## config.mk

```make
export PLATFORM = sky130hd
export DESIGN_NAME = l3_field_extract
export DESIGN_NICKNAME = d
export VERILOG_FILES = /design/src/rtl/l3_field_extract.sv
export SDC_FILE = /design/constraint.sdc
export NUM_CORES = 1
export LEC_CHECK = 0
export CORE_MARGIN = 3
export CORE_UTILIZATION = 35
export DETAILED_ROUTE_END_ITERATION = 7
export MAX_ROUTING_LAYER = met4
export SLEW_MARGIN = 10
export SYNTH_ARGS = -nofsm -noshare
export SYNTH_HDL_FRONTEND = slang
export SYNTH_SLANG_ARGS = --single-unit
export TNS_END_PERCENT = 30
```

## constraint.sdc

```tcl
create_clock -name sys_clk_i -period 4 [get_ports sys_clk_i]
set_clock_uncertainty 0.05 [all_clocks]
set_input_delay 0.6 -clock sys_clk_i [delete_from_list [all_inputs] [get_ports sys_clk_i]]
set_output_delay 0.6 -clock sys_clk_i [all_outputs]
set_load 0.01 [all_outputs]
```

## src/rtl/l3_field_extract.sv

```systemverilog
// VLAN-aware L3 header locator and multi-field extractor for a valid/sop/eop word stream.
// Steps over stacked VLAN tags, classifies IPv4/IPv6 and captures configurable L3 bit-fields.
module l3_field_extract #(
  parameter int W                        = 32,
  parameter int NUM_FIELDS               = 2,
  parameter int FIELD_W                  = 16,
  parameter int FIELD_WORD [NUM_FIELDS]  = '{1, 2},
  parameter int FIELD_OFF  [NUM_FIELDS]  = '{0, 0},
  parameter int FIELD_LEN  [NUM_FIELDS]  = '{16, 16},
  parameter int ETYPE_WORD               = 3,
  parameter int ETYPE_LSB                = 0,
  parameter int MAX_VLAN_TAGS            = 2,
  parameter bit ENABLE_IPV6              = 1'b1,
  localparam int VW = (MAX_VLAN_TAGS > 0) ? $clog2(MAX_VLAN_TAGS + 1) : 1
) (
  input  logic                          sys_clk_i,
  input  logic                          reset_i,
  input  logic [W-1:0]                  in_data_i,
  input  logic                          in_valid_i,
  input  logic                          in_sop_i,
  input  logic                          in_eop_i,
  output logic                          l3_start_o,
  output logic                          l3_kind_o,
  output logic [VW-1:0]                 vlan_count_o,
  output logic [NUM_FIELDS*FIELD_W-1:0] fields_o,
  output logic                          fields_valid_o,
  output logic                          non_ip_o,
  output logic                          abort_o
);

  typedef enum logic [1:0] {IDLE, ETYPE, L3} state_e;

  function automatic int maxFieldWord();
    int m;
    m = 0;
    for (int i = 0; i < NUM_FIELDS; i++) begin
      if (FIELD_WORD[i] > m) m = FIELD_WORD[i];
    end
    return m;
  endfunction

  localparam int LAST_WORD = maxFieldWord();
  localparam int WCW       = $clog2(ETYPE_WORD + MAX_VLAN_TAGS + 2);

  state_e                          state_q, state_d;
  logic [WCW-1:0]                  wordCnt_q, wordCnt_d;
  logic [3:0]                      l3Cnt_q, l3Cnt_d;
  logic [VW-1:0]                   vlan_q, vlan_d;
  logic                            kind_q, kind_d;
  logic [NUM_FIELDS*FIELD_W-1:0]   fields_q, fields_d;
  logic                            l3Start_q, l3Start_d;
  logic                            fieldsValid_q, fieldsValid_d;
  logic                            nonIp_q, nonIp_d;
  logic                            abort_q, abort_d;
  logic [FIELD_W-1:0]              fieldCap [NUM_FIELDS];

  if (FIELD_W > W) begin : g_bad_width
    $error("FIELD_W must not exceed W");
  end

  for (genvar g = 0; g < NUM_FIELDS; g++) begin : g_field
    if (FIELD_OFF[g] + FIELD_LEN[g] > W || FIELD_LEN[g] > FIELD_W ||
        FIELD_LEN[g] < 1 || FIELD_WORD[g] > 15) begin : g_bad_field
      $error("field geometry out of range");
    end
    assign fieldCap[g] = FIELD_W'(in_data_i[W-1-FIELD_OFF[g] -: FIELD_LEN[g]]);
  end

  // A sop word restarts the parse before the word itself is examined, so
  // the state/counter view used below is the post-restart one.
  always_comb begin
    state_e         st;
    logic [WCW-1:0] wc;
    logic [VW-1:0]  vc;
    logic [15:0]    etype;
    logic           isTag;
    logic           isIp;

    state_d       = state_q;
    wordCnt_d     = wordCnt_q;
    l3Cnt_d       = l3Cnt_q;
    vlan_d        = vlan_q;
    kind_d        = kind_q;
    fields_d      = fields_q;
    l3Start_d     = 1'b0;
    fieldsValid_d = 1'b0;
    nonIp_d       = 1'b0;
    abort_d       = 1'b0;

    st    = state_q;
    wc    = wordCnt_q;
    vc    = vlan_q;
    etype = in_data_i[ETYPE_LSB +: 16];
    isTag = (etype == 16'h8100) || (etype == 16'h88A8) || (etype == 16'h9100);
    isIp  = (etype == 16'h0800) || (ENABLE_IPV6 && (etype == 16'h86DD));

    if (in_valid_i) begin
      if (in_sop_i) begin
        abort_d = (state_q != IDLE);
        st      = ETYPE;
        wc      = '0;
        vc      = '0;
      end
      state_d = st;
      vlan_d  = vc;

      case (st)
        ETYPE: begin
          if (wc == WCW'(ETYPE_WORD) + WCW'(vc)) begin
            if (isTag) begin
              if (vc < VW'(MAX_VLAN_TAGS)) begin
                vlan_d = vc + VW'(1);
                if (in_eop_i) begin
                  abort_d = 1'b1;
                  state_d = IDLE;
                end
              end else begin
                abort_d = 1'b1;
                state_d = IDLE;
              end
            end else if (isIp) begin
              if (in_eop_i) begin
                abort_d = 1'b1;
                state_d = IDLE;
              end else begin
                l3Start_d = 1'b1;
                kind_d    = (etype == 16'h86DD);
                l3Cnt_d   = '0;
                state_d   = L3;
              end
            end else begin
              nonIp_d = 1'b1;
              state_d = IDLE;
            end
          end else if (in_eop_i) begin
            abort_d = 1'b1;
            state_d = IDLE;
          end
          wordCnt_d = (wc != '1) ? wc + WCW'(1) : wc;
        end

        L3: begin
          for (int i = 0; i < NUM_FIELDS; i++) begin
            if (l3Cnt_q == 4'(FIELD_WORD[i])) begin
              fields_d[i*FIELD_W +: FIELD_W] = fieldCap[i];
            end
          end
          if (l3Cnt_q == 4'(LAST_WORD)) begin
            fieldsValid_d = 1'b1;
            state_d       = IDLE;
          end else if (in_eop_i) begin
            abort_d = 1'b1;
            state_d = IDLE;
          end
          l3Cnt_d = (l3Cnt_q != 4'hF) ? l3Cnt_q + 4'd1 : l3Cnt_q;
        end

        default: ;
      endcase
    end
  end

  // All flags are registered, so every pulse lands one cycle after its deciding word.
  always_ff @(posedge sys_clk_i or posedge reset_i) begin
    if (reset_i) begin
      state_q       <= IDLE;
      wordCnt_q     <= '0;
      l3Cnt_q       <= '0;
      vlan_q        <= '0;
      kind_q        <= 1'b0;
      fields_q      <= '0;
      l3Start_q     <= 1'b0;
      fieldsValid_q <= 1'b0;
      nonIp_q       <= 1'b0;
      abort_q       <= 1'b0;
    end else begin
      state_q       <= state_d;
      wordCnt_q     <= wordCnt_d;
      l3Cnt_q       <= l3Cnt_d;
      vlan_q        <= vlan_d;
      kind_q        <= kind_d;
      fields_q      <= fields_d;
      l3Start_q     <= l3Start_d;
      fieldsValid_q <= fieldsValid_d;
      nonIp_q       <= nonIp_d;
      abort_q       <= abort_d;
    end
  end

  assign l3_start_o     = l3Start_q;
  assign l3_kind_o      = kind_q;
  assign vlan_count_o   = vlan_q;
  assign fields_o       = fields_q;
  assign fields_valid_o = fieldsValid_q;
  assign non_ip_o       = nonIp_q;
  assign abort_o        = abort_q;

endmodule
```

==> results by group, run 1 <==
Placement
  – Buffers on Ports: 75
  – Worst slack, placed: 341 ps
  – Hpwl dp: 4.19 mm
  – Routability cong.: 0.808
  – Dpl cells: 388
  – Post-placement cell area: 0.00325 mm^2

Critical path
  – Crit path DAT: 3500 ps
  – Delay-heaviest family, CP: simple AND/OR/NAND/NOR gates
  – Critical path data required time: 4150 ps
  – Buf/Inv on CP: 2
  – Kind of critical path: input pin to flip-flop
  – Startpoint Class: input pin
  – Worst reg2reg path endpoint: l3Cnt_q[3]
  – CP endpoint kind: flip-flop
  – R2R depth: 8
  – Crit path from: in_sop_i
  – Slowest CP cell: clkdlybuf4s50_1
  – Crit Reg-Reg Startpoint: vlan_count_o[1]
  – Worst path max stage delay: 630 ps
  – R2r setup slk: 1290 ps
  – Crit path max fanout: 13
  – Worst path depth: 9
  – Critical path capture point: l3Cnt_q[3]
  – Crit-path cells: clkdlybuf4s50_1 -> nor2b_1 -> inv_1 -> ha_1 -> xnor2_1 -> or4_4 -> or3_4 -> o21a_1 -> o311ai_1

Layout
  – Share of cells above drive strength 1: 10.3%
  – Post-layout instance area: 0.00335 mm^2
  – Commonest non-fill, non-tap cell in the layout: clkdlybuf4s50_1
  – Most frequent cells in the layout: 75 x clkdlybuf4s50_1, 58 x nand2_1, 48 x dfrtp_1, 17 x mux2_2, 11 x inv_1
  – Ant diodes: 0
  – Synth-to-Final Area Change: 38.8%
  – Finished Layout Cells: 396
  – Final Core Density: 51.3%
  – Nets@finish: 363

Detailed routing
  – Detailed Route WL: 5.70 mm
  – DRC Markers: 0
  – Drt via density: 5.06
  – DR vias: 2003
  – WL/cell: 14.4 um
  – First DRT Iteration DRCs: 157
  – Drt pass-1 iters: 4
  – ANT nets after route: 0

Power
  – Peak supply drop: 0.000173 V
  – Pwr Density: 296 mW/mm^2
  – Total power: 0.992 mW
  – Leakage: 1.51 nW

STA
  – Final Cycle Share: 83.8%
  – Worst Max-Slew Pin Slew: 998 ps
  – Unrepaired setup endpoints after global routing: no
  – Final hold vios: 0
  – Max-slew violation count: 0
  – Slew HR: 33.4%
  – Hold slack final: 424 ps
  – TNS Setup: 0 ps
  – Post-route setup slack: 648 ps
  – Max frequency: 298 MHz
  – Clock period minus worst slack: 3350 ps
  – Number of setup violations in the final report: 0

Global routing
  – Global Route Usage Sum: 15.2%
  – Initial antenna violation count: 0
  – First-pass GRT wire length: 9.07 mm
  – Congestion Overflow GR: 0
  – Largest net degree at the start of global routing: 49
  – Vias in the first global route: 1846

Clocking
  – Clk_lat worst skew: 290 ps
  – Clk buf depth: 2
  – Resize count post-CTS: 0
  – Worst-path clk slew: 90 ps
  – CTS Hold Buffers Added: 0
  – Setup repair bufs after CTS: 0
  – Root buf cell: clkbuf_8
  – CTS sink count: 48
  – TritonCTS Buffers: 5
  – TritonCTS clock tree: done
  – H-Tree Depth: 2

Floorplan
  – Die Ht: 89.0 um
  – CORE AREA: 0.00653 mm^2
  – Row cnt: 29
  – Die Width: 89.0 um
  – Die Area: 0.00792 mm^2
  – Initial Util: 36.9%
  – Ports: 76

Yosys
  – Synthesis Warnings: 0
  – Syn Inst Count: 241
  – FF+latch count, synth: 48
  – EDFF count, synth: 0
  – Syn Std Cell Area: 0.00241 mm^2
  – Post-synth cell types: 46
  – Synthesized Nets: 286
  – Asr flop ratio synth: 100%
  – Syn_area_per_cell: 10.0 um^2
  – Sequential fraction of the synthesis area: 49.8%
  – Commonest register cell after synthesis: dfrtp_1

Outcome
  – Status: finished clean

Worst hold path
  – Hold WC Path Type: flip-flop to flip-flop
  – Hold depth: 2

Flow run
  – Max Cap Viol: 0
==> sequential cells by signal, summed over array words and instances, names as in the netlist <==
signal,cells
fields_o,32
l3_kind_o,1
fields_valid_o,1
l3_start_o,1
vlan_count_o,2
state_q,2
abort_o,1
wordCnt_q,3
l3Cnt_q,4
non_ip_o,1
==> cells in the mapped netlist, drive strengths merged (2+ instances only) <==
cell    instances  area share [%]
nand2b          4             1.0
a21o            2            0.62
nor2            7             1.1
dfrtp          48              50
nor3            4            0.83
inv            12             1.9
mux2           17             7.9
nor2b           4             1.0
and2            2            0.52
a31oi           3            0.78
nand4           4             1.0
o211ai          4             1.2
mux2i           2            0.83
nand4b          3             1.1
nand2          58             9.0
or4bb           3             1.4
clkbuf          8             1.2
o21ai           6             1.2
xnor2           3             1.1
a21oi           3            0.62
o31ai           2            0.62
nor4            3            0.78
nand3b          3            0.93
o21a            3            0.93
nand3           3            0.62
or2             2            0.52
or4             4             1.4
ha              8             4.1
==> routing by layer <==
metal,track usage [%],up-vias,wire length (um),share of wire [%]
li1,-,1003,-,-
met1,20.0,955,2640,46
met2,23.8,38,2760,48
met4,4.47,0,80,1.4
met3,2.95,7,224,3.9
met5,-,-,0,0
==> power by group <==
part / switching [mW] / leakage, nW / internal [mW]
Clock: 0.163 / 0.0434 / 0.140
Sequential: 0.0184 / 0.657 / 0.501
Combinational: 0.0777 / 0.808 / 0.0917
==> cell type report <==
class / count / area (um^2)
Clock inverter: 2 / 15.0
Inverter: 13 / 48.8
Timing Repair Buffer: 78 / 773
Clock buffer: 6 / 82.6
Tap cell: 77 / 96.3
Multi-Input combinational cell: 172 / 1130
Fill cell: 608 / 3180
Sequential cell: 48 / 1200
==> logic make-up after synthesis <==
kind of cell	after synthesis	synth area share (%)
simple gates	108	22.8
flops	48	49.8
compound gates	34	10.1
buf+inv	21	3.27
mux	19	8.77
fa+ha+maj	8	4.15
xor+xnor	3	1.09
==> worst min path at each step <==
stage	slack [ps]	to	start
global route	460	fields_o[21]	fields_o[21]
finish	420	fields_o[22]	fields_o[22]
floorplan	460	fields_o[16]	fields_o[16]
detailed placement	410	fields_o[23]	fields_o[23]
CTS	430	fields_o[22]	fields_o[22]
global placement	410	fields_o[19]	fields_o[19]
==> tightest hold or removal path, stage by stage, from the launching register on <==
cell	delay, ps
dfrtp_1	350
nand2_1	50
nand2_1	50
(Power assumes the default switching activity.)
==> run 2: changes to the inputs <==
==> constraint.sdc (replaced) <==
create_clock -name sys_clk_i -period 3.2 [get_ports sys_clk_i]
set_clock_uncertainty 0.05 [all_clocks]
set_input_delay 0.48 -clock sys_clk_i [delete_from_list [all_inputs] [get_ports sys_clk_i]]
set_output_delay 0.48 -clock sys_clk_i [all_outputs]
set_load 0.01 [all_outputs]
==> run 2 against run 1 <==
Register-to-register slack worse by 720 ps. Critical path depth stayed put. Sequential power is 25% higher. Critical path type unchanged. Final area up 2.5%. Sequential cell count stayed put. First-iteration DRC count down 52%.
==> results by group, run 2 (same netlist as run 1, synthesis figures left out) <==
Floorplan
  – Initial Util: 36.9% (unchanged)
  – CORE AREA: 0.00653 mm^2 (unchanged)
  – Die Area: 0.00792 mm^2 (unchanged)
  – Ports: 76 (unchanged)
  – Die Ht: 89.0 um (unchanged)
  – Die Width: 89.0 um (unchanged)
  – Row cnt: 29 (unchanged)

Clocking
  – TritonCTS Buffers: 5 (unchanged)
  – Clk_lat worst skew: 290 ps (about the same)
  – H-Tree Depth: 2 (unchanged)
  – CTS Hold Buffers Added: 0 (unchanged)
  – Worst-path clk slew: 90 ps (about the same)
  – Clk buf depth: 2 (unchanged)
  – TritonCTS clock tree: done (unchanged)
  – CTS sink count: 48 (unchanged)
  – Setup repair bufs after CTS: 0 (unchanged)
  – Resize count post-CTS: 0 (unchanged)
  – Root buf cell: clkbuf_8 (unchanged)

Layout
  – Area of the multi-input gates: 0.00113 mm^2 (unchanged)
  – Largest register FFs: 32 (unchanged)
  – Filler instances: 616 (was 608)
  – Synth-to-Final Area Change: 42.3% (was 38.8%)
  – Commonest non-fill, non-tap cell in the layout: clkdlybuf4s50_1 (unchanged)
  – Share of cells above drive strength 1: 12.5% (was 10.3%)
  – Ant diodes: 0 (unchanged)
  – Nets@finish: 371 (was 363)
  – FF/Latch Area: 0.00120 mm^2 (unchanged)
  – Most frequent cells in the layout: 75 x clkdlybuf4s50_1, 58 x nand2_1, 48 x dfrtp_1, 17 x mux2_2 (was 75 x clkdlybuf4s50_1, 58 x nand2_1, 48 x dfrtp_1, 17 x mux2_2, 11 x inv_1)

Detailed routing
  – Detailed Route WL: 5.90 mm (was 5.70 mm)
  – DRC Markers: 0 (unchanged)
  – ANT nets after route: 0 (unchanged)
  – First DRT Iteration DRCs: 76 (was 157)
  – DR vias: 2001 (was 2003)
  – Drt pass-1 iters: 4 (unchanged)
  – Drt via density: 4.95 (was 5.06)
  – WL/cell: 14.6 um (was 14.4 um)

Outcome
  – Status: finished clean (unchanged)

Critical path
  – R2r setup slk: 570 ps (was 1290 ps)
  – Buf/Inv on CP: 2 (unchanged)
  – Kind of critical path: input pin to flip-flop (unchanged)
  – Slowest CP cell: clkdlybuf4s50_1 (unchanged)
  – Crit Reg-Reg Startpoint: vlan_count_o[1] (unchanged)
  – Critical path data required time: 3370 ps (was 4150 ps)
  – Crit path DAT: 3050 ps (was 3500 ps)
  – Worst path max stage delay: 460 ps (was 630 ps)
  – CP endpoint kind: flip-flop (unchanged)
  – Crit path from: in_sop_i (unchanged)
  – Crit-path cells: clkdlybuf4s50_1 -> nor2b_1 -> inv_1 -> ha_1 -> xnor2_1 -> or4_4 -> or3_4 -> o21ai_1 -> mux2i_1 (was clkdlybuf4s50_1 -> nor2b_1 -> inv_1 -> ha_1 -> xnor2_1 -> or4_4 -> or3_4 -> o21a_1 -> o311ai_1)
  – Crit path max fanout: 5 (was 13)
  – Delay-heaviest family, CP: simple AND/OR/NAND/NOR gates (unchanged)
  – Startpoint Class: input pin (unchanged)

Global routing
  – Initial antenna violation count: 0 (unchanged)
  – Global Route Usage Sum: 15.7% (was 15.2%)
  – First-pass GRT wire length: 9.45 mm (was 9.07 mm)
  – Vias in the first global route: 1964 (was 1846)
  – Congestion Overflow GR: 0 (unchanged)
  – Largest net degree at the start of global routing: 22 (was 49)

Power
  – Pwr Density: 385 mW/mm^2 (was 296 mW/mm^2)
  – Switch Pwr: 0.323 mW (was 0.259 mW)
  – Clk pwr share: 34.7% (was 30.5%)
  – Leakage: 1.57 nW (was 1.51 nW)
  – Internal power: 1.00 mW (was 0.733 mW)
  – Peak supply drop: 0.000270 V (was 0.000173 V)
  – Seq pwr share: 49.0% (was 52.4%)
  – Sw Share: 24.4% (was 26.1%)
  – Comb pwr share: 16.3% (was 17.1%)

STA
  – Worst Max-Slew Pin Slew: 633 ps (was 998 ps)
  – Number of setup violations in the final report: 0 (unchanged)
  – Unrepaired setup endpoints after global routing: no (unchanged)
  – Max frequency: 348 MHz
  – Clock period minus worst slack: 2880 ps
  – TNS Setup: 0 ps (unchanged)
  – Final Cycle Share: 89.9%
  – Final hold vios: 0 (unchanged)
  – Hold slack final: 403 ps (was 424 ps)
  – Max-slew violation count: 0 (unchanged)
  – Slew HR: 57.6% (was 33.4%)

Placement
  – Routability cong.: 0.812 (was 0.808)
  – Buffers on Ports: 75 (unchanged)
  – Hpwl dp: 4.48 mm (was 4.19 mm)

Flow run
  – Max Cap Viol: 0 (unchanged)

Worst hold path
  – Hold WC Path Type: input pin to asynchronous set/reset pin (was flip-flop to flip-flop)
==> run 2: cell count changes in the layout (fill, tap and decap cells not counted) <==
cell / previous run / this run
buf_4: 3 / 11
clkinv_4: 0 / 1
bufinv_16: 0 / 1
clkinvlp_4: 2 / 0
==> run 2: final timing paths <==
kind | end | cells after the start
max | l3Cnt_q[1] | 9
max in group asynchronous | wordCnt_q[1] | 3
min | fields_o[1] | 2
max reg2reg | l3Cnt_q[1] | 8
min reg2reg | fields_o[16] | 2
min in group sys_clk_i | fields_o[16] | 2
==> run 2: per-stage QoR <==
stage / power (mW) / util [%] / worst slack (ps) / area [um^2] / cells
6_report: 1.32 / 52.6 / 322 / 3430 / 404
4_1_cts: 1.35 / 52.6 / 344 / 3430 / 404
3_5_place_dp: 0.878 / 50.7 / 26.9 / 3310 / 396
5_1_grt: 1.39 / 52.6 / 191 / 3430 / 404
2_1_floorplan: 0.781 / - / 494 / 2410 / 241
3_3_place_gp: 0.877 / 50.7 / 94.0 / 3310 / 396
==> run 2: area by class of cell <==
type,count,share of cell area (%)
sequential,48,35.0
multi-input combinational,172,33.0
timing repair buffer,86,24.3
tap,77,2.81
clock buffer,6,2.41
inverter,13,1.42
clock inverter,2,1.13
==> run 2: worst reg2reg max path: cells and delay by family, from the launching register on <==
kind,cells,cell delay (ps)
xor gates and xnor gates,1,160
AOI/OAI and AO/OA,1,260
buffers and inverters,1,90
muxes,1,240
and+or+nand+nor,3,1030
adders and majority gates,1,340
DFF,1,390
==> run 2: layer usage <==
metal / GRT usage (%) / vias to the layer above / part of all wire [%]
met2: 24.8 / 41 / 49
li1: - / 1014 / -
met4: 3.65 / 0 / 0.56
met3: 2.86 / 2 / 4.2
met1: 21.2 / 944 / 46
met5: - / - / 0
==> run 2: power by group through the flow <==
stage	clock network [mW]	logic, mW	registers (mW)
finish	0.459	0.216	0.649
global placement	0	0.216	0.661
detailed placement	0	0.217	0.661
floorplan	0	0.124	0.657
CTS	0.479	0.217	0.649
global route	0.502	0.240	0.653
==> run 3: changes to the inputs <==
--- a/config.mk
+++ b/config.mk
@@ -5,10 +5,12 @@
 export SDC_FILE = /design/constraint.sdc
 export NUM_CORES = 1
 export LEC_CHECK = 0
+export ABC_CLOCK_PERIOD_IN_PS = 3200
 export CORE_MARGIN = 3
 export CORE_UTILIZATION = 35
 export DETAILED_ROUTE_END_ITERATION = 7
 export MAX_ROUTING_LAYER = met4
+export RECOVER_POWER = 100
 export SLEW_MARGIN = 10
 export SYNTH_ARGS = -nofsm -noshare
 export SYNTH_HDL_FRONTEND = slang
==> run 3 against run 2 <==
Power down 0.42%. Global-route usage is the same. Final area is 0.69% lower. Critical path type unchanged.
==> results by group, run 3 (same netlist as run 1, synthesis figures left out) <==
Detailed routing
  – DR vias: 1996 (was 2001)
  – Drt via density: 4.94 (was 4.95)
  – Detailed Route WL: 5.88 mm (was 5.90 mm)
  – WL/cell: 14.6 um (about the same)
  – First DRT Iteration DRCs: 84 (was 76)
  – ANT nets after route: 0 (unchanged)
  – Drt pass-1 iters: 5 (was 4)
  – DRC Markers: 0 (unchanged)

Global routing
  – Initial antenna violation count: 0 (unchanged)
  – GRT Max-Usage Layer: met2 (unchanged)
  – Global Route Usage Sum: 15.7% (unchanged)
  – GR Util met3: 2.86% (unchanged)
  – Congestion Overflow GR: 0 (unchanged)
  – First-pass GRT wire length: 9.45 mm (unchanged)
  – Largest net degree at the start of global routing: 22 (unchanged)
  – Met1 usage: 21.2% (unchanged)
  – Vias in the first global route: 1964 (unchanged)
  – Met2 usage: 24.8% (unchanged)

Placement
  – Hpwl dp: 4.48 mm (unchanged)
  – Buffers on Ports: 75 (unchanged)
  – Routability cong.: 0.812 (unchanged)
  – Worst slack, placed: 26.9 ps (unchanged)

Clocking
  – Resize count post-CTS: 0 (unchanged)
  – Worst-path clk slew: 90 ps (about the same)
  – Root buf cell: clkbuf_8 (unchanged)
  – TritonCTS clock tree: done (unchanged)
  – Clk_lat worst skew: 300 ps (was 290 ps)
  – Clk buf depth: 2 (unchanged)
  – CTS Hold Buffers Added: 0 (unchanged)
  – CTS sink count: 48 (unchanged)
  – TritonCTS Buffers: 5 (unchanged)
  – H-Tree Depth: 2 (unchanged)
  – Setup repair bufs after CTS: 0 (unchanged)

Layout
  – Synth-to-Final Area Change: 41.3% (was 42.3%)
  – Nets@finish: 371 (unchanged)
  – Largest register FFs: 32 (unchanged)
  – Final Core Density: 52.2% (was 52.6%)
  – Most frequent cells in the layout: 58 x nand2_1, 48 x dfrtp_1, 41 x dlygate4sd3_1, 34 x clkdlybuf4s50_1, 17 x mux2_2 (was 75 x clkdlybuf4s50_1, 58 x nand2_1, 48 x dfrtp_1, 17 x mux2_2)
  – Share of cells above drive strength 1: 10.4% (was 12.5%)
  – Filler instances: 619 (was 616)
  – Commonest non-fill, non-tap cell in the layout: nand2_1 (was clkdlybuf4s50_1)
  – Ant diodes: 0 (unchanged)

Power
  – Peak supply drop: 0.000272 V (was 0.000270 V)
  – Pwr Density: 387 mW/mm^2 (was 385 mW/mm^2)
  – Leakage: 1.68 nW (was 1.57 nW)

STA
  – Worst Max-Slew Pin Slew: 1140 ps (was 633 ps)
  – TNS Setup: 0 ps (unchanged)
  – Clock period minus worst slack: 2940 ps (was 2880 ps)
  – Max-slew violation count: 0 (unchanged)
  – Max frequency: 340 MHz (was 348 MHz)
  – Unrepaired setup endpoints after global routing: no (unchanged)
  – Final hold vios: 0 (unchanged)
  – Post-route setup slack: 260 ps (was 322 ps)
  – Final Cycle Share: 91.9% (was 89.9%)
  – Number of setup violations in the final report: 0 (unchanged)
  – Slew HR: 24.3% (was 57.6%)

Worst hold path
  – Hold WC Path Type: flip-flop to flip-flop (was input pin to asynchronous set/reset pin)

Critical path
  – Crit-path cells: clkdlybuf4s50_1 -> nor2b_1 -> inv_1 -> ha_1 -> xnor2_1 -> or4_1 -> or3_1 -> o21ai_1 -> mux2i_1 (was clkdlybuf4s50_1 -> nor2b_1 -> inv_1 -> ha_1 -> xnor2_1 -> or4_4 -> or3_4 -> o21ai_1 -> mux2i_1)
  – Startpoint Class: input pin (unchanged)
  – Crit path DAT: 3110 ps (was 3050 ps)
  – Worst path max stage delay: 470 ps (was 460 ps)
  – CP endpoint kind: flip-flop (unchanged)
  – Critical path data required time: 3370 ps (about the same)
  – Slowest CP cell: or4_1 (was clkdlybuf4s50_1)
  – Delay-heaviest family, CP: simple AND/OR/NAND/NOR gates (unchanged)
  – Buf/Inv on CP: 2 (unchanged)
  – Crit path max fanout: 5 (unchanged)
  – Kind of critical path: input pin to flip-flop (unchanged)

Outcome
  – Status: finished clean (unchanged)

Floorplan
  – Die Area: 0.00792 mm^2 (unchanged)
  – Initial Util: 36.9% (unchanged)
  – Die Ht: 89.0 um (unchanged)
  – Die Width: 89.0 um (unchanged)
  – Row cnt: 29 (unchanged)
  – Ports: 76 (unchanged)
  – CORE AREA: 0.00653 mm^2 (unchanged)

Flow run
  – Max Cap Viol: 0 (unchanged)
## run 3: cell count changes in the layout (fill, tap and decap cells not counted), sizes merged
cell,before,now
clkbuf,6,10
buf,11,7
dlygate4sd3,0,41
clkdlybuf4s50,75,34
## run 3: worst paths after layout
check	start	endpoint	slack (ps)	cells past startpoint
worst max-delay path	in_sop_i	l3Cnt_q[1]	260	9
worst min-delay path	fields_o[16]	fields_o[16]	420	2
worst max register to register	vlan_count_o[1]	l3Cnt_q[1]	510	8
worst min register to register	fields_o[16]	fields_o[16]	420	2
max in group asynchronous	reset_i	wordCnt_q[1]	1050	3
min in group asynchronous	reset_i	fields_o[1]	620	2
## run 3: cell type report
| type | instances | area (um^2) | area share (%) |
|---|---|---|---|
| clock inverters | 2 | 38.8 | 1.14 |
| flip-flops and latches | 48 | 1200 | 35.2 |
| clock buffers | 6 | 82.6 | 2.42 |
| multi-input cells | 172 | 1120 | 33.0 |
| well taps | 77 | 96.3 | 2.83 |
| repair buffers | 86 | 818 | 24.0 |
| inverters | 13 | 48.8 | 1.43 |
## run 3: stage by stage
stage               cell area, um^2  hold WS, ps  cells  power, mW
detailed placement             3310          412    396      0.878
global route                   3410          451    404       1.39
floorplan                      2410          464    241      0.781
finish                         3410          424    404       1.32
CTS                            3430          402    404       1.35
global placement               3310          407    396      0.877
## run 3: where the power goes
| part | total (mW) | internal, mW | switching (mW) |
|---|---|---|---|
| clock | 0.461 | 0.256 | 0.206 |
| sequential | 0.649 | 0.627 | 0.0221 |
| combinational | 0.208 | 0.111 | 0.0964 |
## run 3: worst register-to-register path, stage by stage (launching register included)
cell	delay, ps
dfrtp_1	380
nor2b_1	180
inv_1	90
ha_1	340
xnor2_1	150
or4_1	470
or3_1	430
o21ai_1	280
mux2i_1	240
## run 3: per-layer routing
metal  share of wire [%]  up-vias
met5                   0        -
met4                0.56        0
met3                 2.7        2
li1                    -     1015
met1                  48      952
met2                  49       27
==> RTL edit 1: new RTL, flow settings as in run 3 <==
`W`: 32 -> 16.
--- a/src/rtl/l3_field_extract.sv
+++ b/src/rtl/l3_field_extract.sv
@@ -3,3 +3,3 @@
 module l3_field_extract #(
-  parameter int W                        = 32,
+  parameter int W                        = 16,
   parameter int NUM_FIELDS               = 2,
Interface: changed (resized in_data_i); port bits go from 76 to 60. The function was not compared with the original's and may differ.
==> RTL edit 1 against run 3 <==
- final area decreased by 6.5%
- first-iteration DRC count up 60%
- power up 0.32%
- area after synthesis down 1.0%
- wire length decreased by 8.0%
- sequential cell count is the same
- count of clock-buffer cells in the layout shrank 1
- setup slack improved by 0.065 ns
==> RTL edit 1: results (changes against run 3) <==
| Metric | Value |
|---|---|
| Worst hold margin | 0.4554 ns (+0.03174 ns) |
| Fin nets | 300 (-19%) |
| Top cells by area, synth | dfrtp_1, mux2_2, ha_1 |
| Crit share post-route | 89.83% (-2.0 points) |
| Non-CTS buffers | 64 (-26%) |
| Final WL | 5.414 mm (-8.0%) |
| Post-synth cell types | 47 (+2.2%) |
| Invs w/o clock | 15 (+2) |
| Setup slack, reg-to-reg | 0.73 ns (+0.22 ns) |
| Mux contribution to synthesized area | 16.40% (+7.6 points) |
| Hold Path Origin | fields_o[3] |
| Seq/Total Area, Yosys | 50.31% (+0.52 points) |
| Met1 usage | 20.27% (-0.92 points) |
| DRT Pass-1 Iters | 4 (-1) |
| Crit path max fanout | 6 (+1) |
| First-pass GRT wire length | 8.990 mm (-4.8%) |
| Post-synth top cells | dfrtp_1, mux2_2, inv_1 |
| Met3 usage | 2.607% (-0.25 points) |
| Ratio of cells with drive above 1 in the final layout | 18.38% (+8.0 points) |
| Net Count, Synth | 236 (-17%) |
| Number of global-route vias before repair | 1,791 (-8.8%) |
| Detailed Place HPWL | 4.036 mm (-9.8%) |
| ClkCell Share | 3.612% (+0.052 points) |
| Compound-Gate Fraction of Synth Area | 11.22% (+1.1 points) |
| Leakage power | 1.531 nW (-8.9%) |
| Hold EP | fields_o[3] |
| Run status | finished clean |
| GRT Total Usage | 15.25% (-0.47 points) |
| Xor/xnor cell area share of the yosys netlist | 1.101% (+0.011 points) |
| Worst Max-Slew Pin Slew | 1.228 ns (+0.09228 ns) |
| Worst Path Arrival | 3.06 ns (-0.05 ns) |
| WHS Path Cells | 1 (-1) |
| Worst reg2reg path depth | 9 (+1) |
| RD Place Congestion | 0.8399 (+3.5%) |
| Worst IR Drop VDD | 0.1641 mV (-40%) |
| Sequential cell area share | 37.69% (+2.5 points) |
| Clkbuf count | 5 (-1) |
-- RTL edit 1: routing by layer --
metal | wire [µm] | vias up
met2 | 2541 | 46
li1 | - | 887
met5 | 0 | -
met3 | 198 | 8
met1 | 2601 | 898
met4 | 71 | 0
-- RTL edit 1: how the worst max path moves through the flow --
stage	depth (start not counted)	to	from
after floorplan	10	l3Cnt_q[2]	in_sop_i
final	9	l3Cnt_q[1]	in_sop_i
after CTS	9	l3Cnt_q[1]	in_sop_i
after detailed placement	9	l3Cnt_q[1]	in_sop_i
after global placement	9	l3Cnt_q[2]	in_sop_i
after global routing	9	l3Cnt_q[0]	in_sop_i
-- RTL edit 1: worst max-delay path: stages --
cell	delay [ns]
dlygate4sd3_1	0.61
nor2_1	0.16
inv_1	0.08
ha_1	0.31
xnor2_1	0.14
or4_1	0.57
a2111oi_4	0.34
o21a_4	0.19
mux2i_1	0.18
-- RTL edit 1: logic make-up after synthesis --
group,after synthesis
AND/OR/NAND/NOR,56
flip-flops,48
AO/OA/AOI/OAI,35
multiplexers,35
buffers and inverters,22
adder cells (fa/ha/maj),8
XOR/XNOR,3
-- RTL edit 1: stage by stage --
| step | util, % | std cells | cell area, µm² |
|---|---|---|---|
| 2_1_floorplan | - | 207 | 2387 |
| 3_3_place_gp | 47.49 | 341 | 3084 |
| 5_1_grt | 49.07 | 349 | 3187 |
| 4_1_cts | 49.26 | 349 | 3199 |
| 3_5_place_dp | 47.49 | 341 | 3084 |
| 6_report | 49.07 | 349 | 3187 |
-- RTL edit 1: power breakdown --
group / total (mW) / switching (mW) / internal, mW
logic: 0.208 / 0.111 / 0.0969
clock network: 0.460 / 0.225 / 0.236
registers: 0.654 / 0.0209 / 0.633
total: 1.32 / 0.356 / 0.966
==> RTL edit 2: new RTL, flow settings as in run 3 <==
Made on the original files. Add an input register stage for `in_data_i`, `in_valid_i`, `in_sop_i` and `in_eop_i`, without a reset; this delays them by one clock.
--- a/src/rtl/l3_field_extract.sv
+++ b/src/rtl/l3_field_extract.sv
@@ -32,2 +32,14 @@
 
+  logic [W-1:0] in_data_q;
+  logic in_valid_q;
+  logic in_sop_q;
+  logic in_eop_q;
+
+  always_ff @(posedge sys_clk_i) begin
+    in_data_q  <= in_data_i;
+    in_valid_q <= in_valid_i;
+    in_sop_q   <= in_sop_i;
+    in_eop_q   <= in_eop_i;
+  end
+
   function automatic int maxFieldWord();
@@ -65,3 +77,3 @@
     end
-    assign fieldCap[g] = FIELD_W'(in_data_i[W-1-FIELD_OFF[g] -: FIELD_LEN[g]]);
+    assign fieldCap[g] = FIELD_W'(in_data_q[W-1-FIELD_OFF[g] -: FIELD_LEN[g]]);
   end
@@ -92,3 +104,3 @@
     vc    = vlan_q;
-    etype = in_data_i[ETYPE_LSB +: 16];
+    etype = in_data_q[ETYPE_LSB +: 16];
     isTag = (etype == 16'h8100) || (etype == 16'h88A8) || (etype == 16'h9100);
@@ -96,4 +108,4 @@
 
-    if (in_valid_i) begin
-      if (in_sop_i) begin
+    if (in_valid_q) begin
+      if (in_sop_q) begin
         abort_d = (state_q != IDLE);
@@ -112,3 +124,3 @@
                 vlan_d = vc + VW'(1);
-                if (in_eop_i) begin
+                if (in_eop_q) begin
                   abort_d = 1'b1;
@@ -121,3 +133,3 @@
             end else if (isIp) begin
-              if (in_eop_i) begin
+              if (in_eop_q) begin
                 abort_d = 1'b1;
@@ -134,3 +146,3 @@
             end
-          end else if (in_eop_i) begin
+          end else if (in_eop_q) begin
             abort_d = 1'b1;
@@ -150,3 +162,3 @@
             state_d       = IDLE;
-          end else if (in_eop_i) begin
+          end else if (in_eop_q) begin
             abort_d = 1'b1;
Function: changed (Yosys sat finds a counterexample within 4 cycles, from zero or initial values and one cycle with reset_i high).
==> RTL edit 2 against run 3 <==
- sequential share of layout area up 10 points
- clock power up 99%
- sequential power up 73%
- combinational power down 27%
- critical path depth unchanged
- setup slack better by 0.22 ns
- via count up 11%
- area after synthesis up 28%
- final area up 23%
- wire length up 9.4%
- sequential cell count up 35
- highest routed layer unchanged
- power up 66%
- worst hold slack worse by 0.046 ns
- register-to-register slack worse by 0.03 ns
==> RTL edit 2: results (changes against run 3) <==
| Metric | Value |
|---|---|
| First-pass GRT wire length | 10.73 mm (+14%) |
| DRT Pass-1 Iters | 4 (-1) |
| Leakage power | 2.013 nW (+20%) |
| GRT Total Usage | 14.17% (-1.5 points) |
| Placed Instances | 452 (+14%) |
| CTS H-tree lvls | 3 (+1) |
| Mean post-synth cell area | 11.23 µm² (+12%) |
| Slowest-stage cell, CP | inv_1 |
| Final WL | 6.436 mm (+9.4%) |
| Met3 usage | 4.100% (+1.2 points) |
| Iter 0 DRT Violations | 119 (+42%) |
| Dpl ws | 0.4949 ns (+0.4680 ns) |
| Via count | 2,219 (+11%) |
| Ratio of cells with drive above 1 in the final layout | 6.336% (-4.1 points) |
| Post-synth top cells | nand2_1, dfrtp_1, dfxtp_1 |
| Met2 Resource Use GR | 21.91% (-2.9 points) |
| Met1 usage | 17.75% (-3.4 points) |
| Port bufs | 75 (unchanged) |
| Most common cell after layout, fill and taps aside | dlygate4sd3_1 |
| Top cells by area, synth | dfrtp_1, dfxtp_1, nand2_1 |
| DR WL/cell | 13.75 µm (-5.5%) |
| CP top delay family | simple AND/OR/NAND/NOR gates |
| Largest net degree at the start of global routing | 37 (+68%) |
| Top FF cell, synth | dfrtp_1 |
| Clk_lat worst skew | 0.35 ns (+0.05 ns) |
| Fill cells | 749 (+21%) |
| Rel. slew slack | 39.70% (+15 points) |
| Run status | finished clean |
| CP peak stage delay | 0.52 ns (+0.05 ns) |
| RD Place Congestion | 0.7644 (-5.8%) |
| Net Count, Synth | 319 (+12%) |
| Worst IR Drop VDD | 0.4014 mV (+47%) |
| Fin nets | 403 (+8.6%) |
| Seq/Total Area, Yosys | 61.79% (+12 points) |
| Post-synth cell types | 49 (+6.5%) |
| Worst Path Arrival | 2.96 ns (-0.15 ns) |
| CTS Buf Count | 9 (+4) |
| Crit path max fanout | 17 (+12) |
| Worst hold margin | 0.3779 ns (-0.04573 ns) |
| Detailed Place HPWL | 4.650 mm (+3.9%) |
| Ys async rst share | 57.83% (-42 points) |
-- RTL edit 2: cell types whose count changed after synthesis, moves of 3 or more --
cell and change:
o211ai_1 -3, nand2_1 +4, dfxtp_1 +35, clkbuf_1 -3, inv_2 +3, nand2b_1 -3
mux2_2 -17, o21a_1 -3, mux2_1 +17, a21oi_1 +5, a31oi_1 -3
-- RTL edit 2: tightest hold or removal path: stages, from the launching register on --
cell,delay (ns)
dfxtp_1,0.31
nand2_1,0.05
nand2_1,0.04
-- RTL edit 2: final cells by class --
| type | instances | area, µm² | area share, % |
|---|---|---|---|
| flip-flops and latches | 83 | 1902 | 45.26 |
| multi-input cells | 173 | 1105 | 26.30 |
| repair buffers | 78 | 765.7 | 18.23 |
| clock buffers | 11 | 141.4 | 3.365 |
| well taps | 105 | 131.4 | 3.127 |
| clock inverters | 5 | 107.6 | 2.561 |
| inverters | 13 | 48.80 | 1.161 |
-- RTL edit 2: path summary, 6_finish.rpt --
kind | from | end | slack [ns] | depth (start not counted)
hold / removal | in_data_q[16] | fields_o[16] | 0.38 | 2
max in group asynchronous | reset_i | fields_o[14] | 1.30 | 3
setup / recovery | in_sop_q | fields_o[17] | 0.48 | 9
hold reg to reg | in_data_q[16] | fields_o[16] | 0.38 | 2
setup reg to reg | in_sop_q | fields_o[17] | 0.48 | 9
min in group asynchronous | reset_i | fields_o[31] | 0.53 | 2
-- RTL edit 2: power breakdown --
part / leakage [nW] / internal, mW / switching, mW
Sequential: 0.958 / 1.08 / 0.0335
Combinational: 0.931 / 0.0802 / 0.0720
Clock: 0.125 / 0.546 / 0.370
Total: 2.01 / 1.71 / 0.475
-- RTL edit 2: layer usage --
| layer | vias to the layer above | share of wire, % |
|---|---|---|
| met5 | - | 0 |
| met4 | 0 | 1.7 |
| met3 | 7 | 5.0 |
| met2 | 49 | 47 |
| met1 | 1053 | 46 |
| li1 | 1110 | - |
-- RTL edit 2: cell families (layout without fill, tap and decap cells) --
group	Yosys count	in the layout	share of synthesized area, %
and+or+nand+nor	112	112	18.21
DFF	83	83	61.79
AOI/OAI and AO/OA	30	30	6.505
muxes	20	20	7.195
buffers and inverters	18	107	2.195
adders and majority gates	8	8	3.252
xor gates and xnor gates	3	3	0.8538
-- RTL edit 2: stage by stage --
step	total power, mW	instance area, µm²
finish	2.185	4202
global route	2.290	4202
CTS	2.229	4213
detailed placement	1.305	3964
global placement	1.302	3964
floorplan	1.224	3078
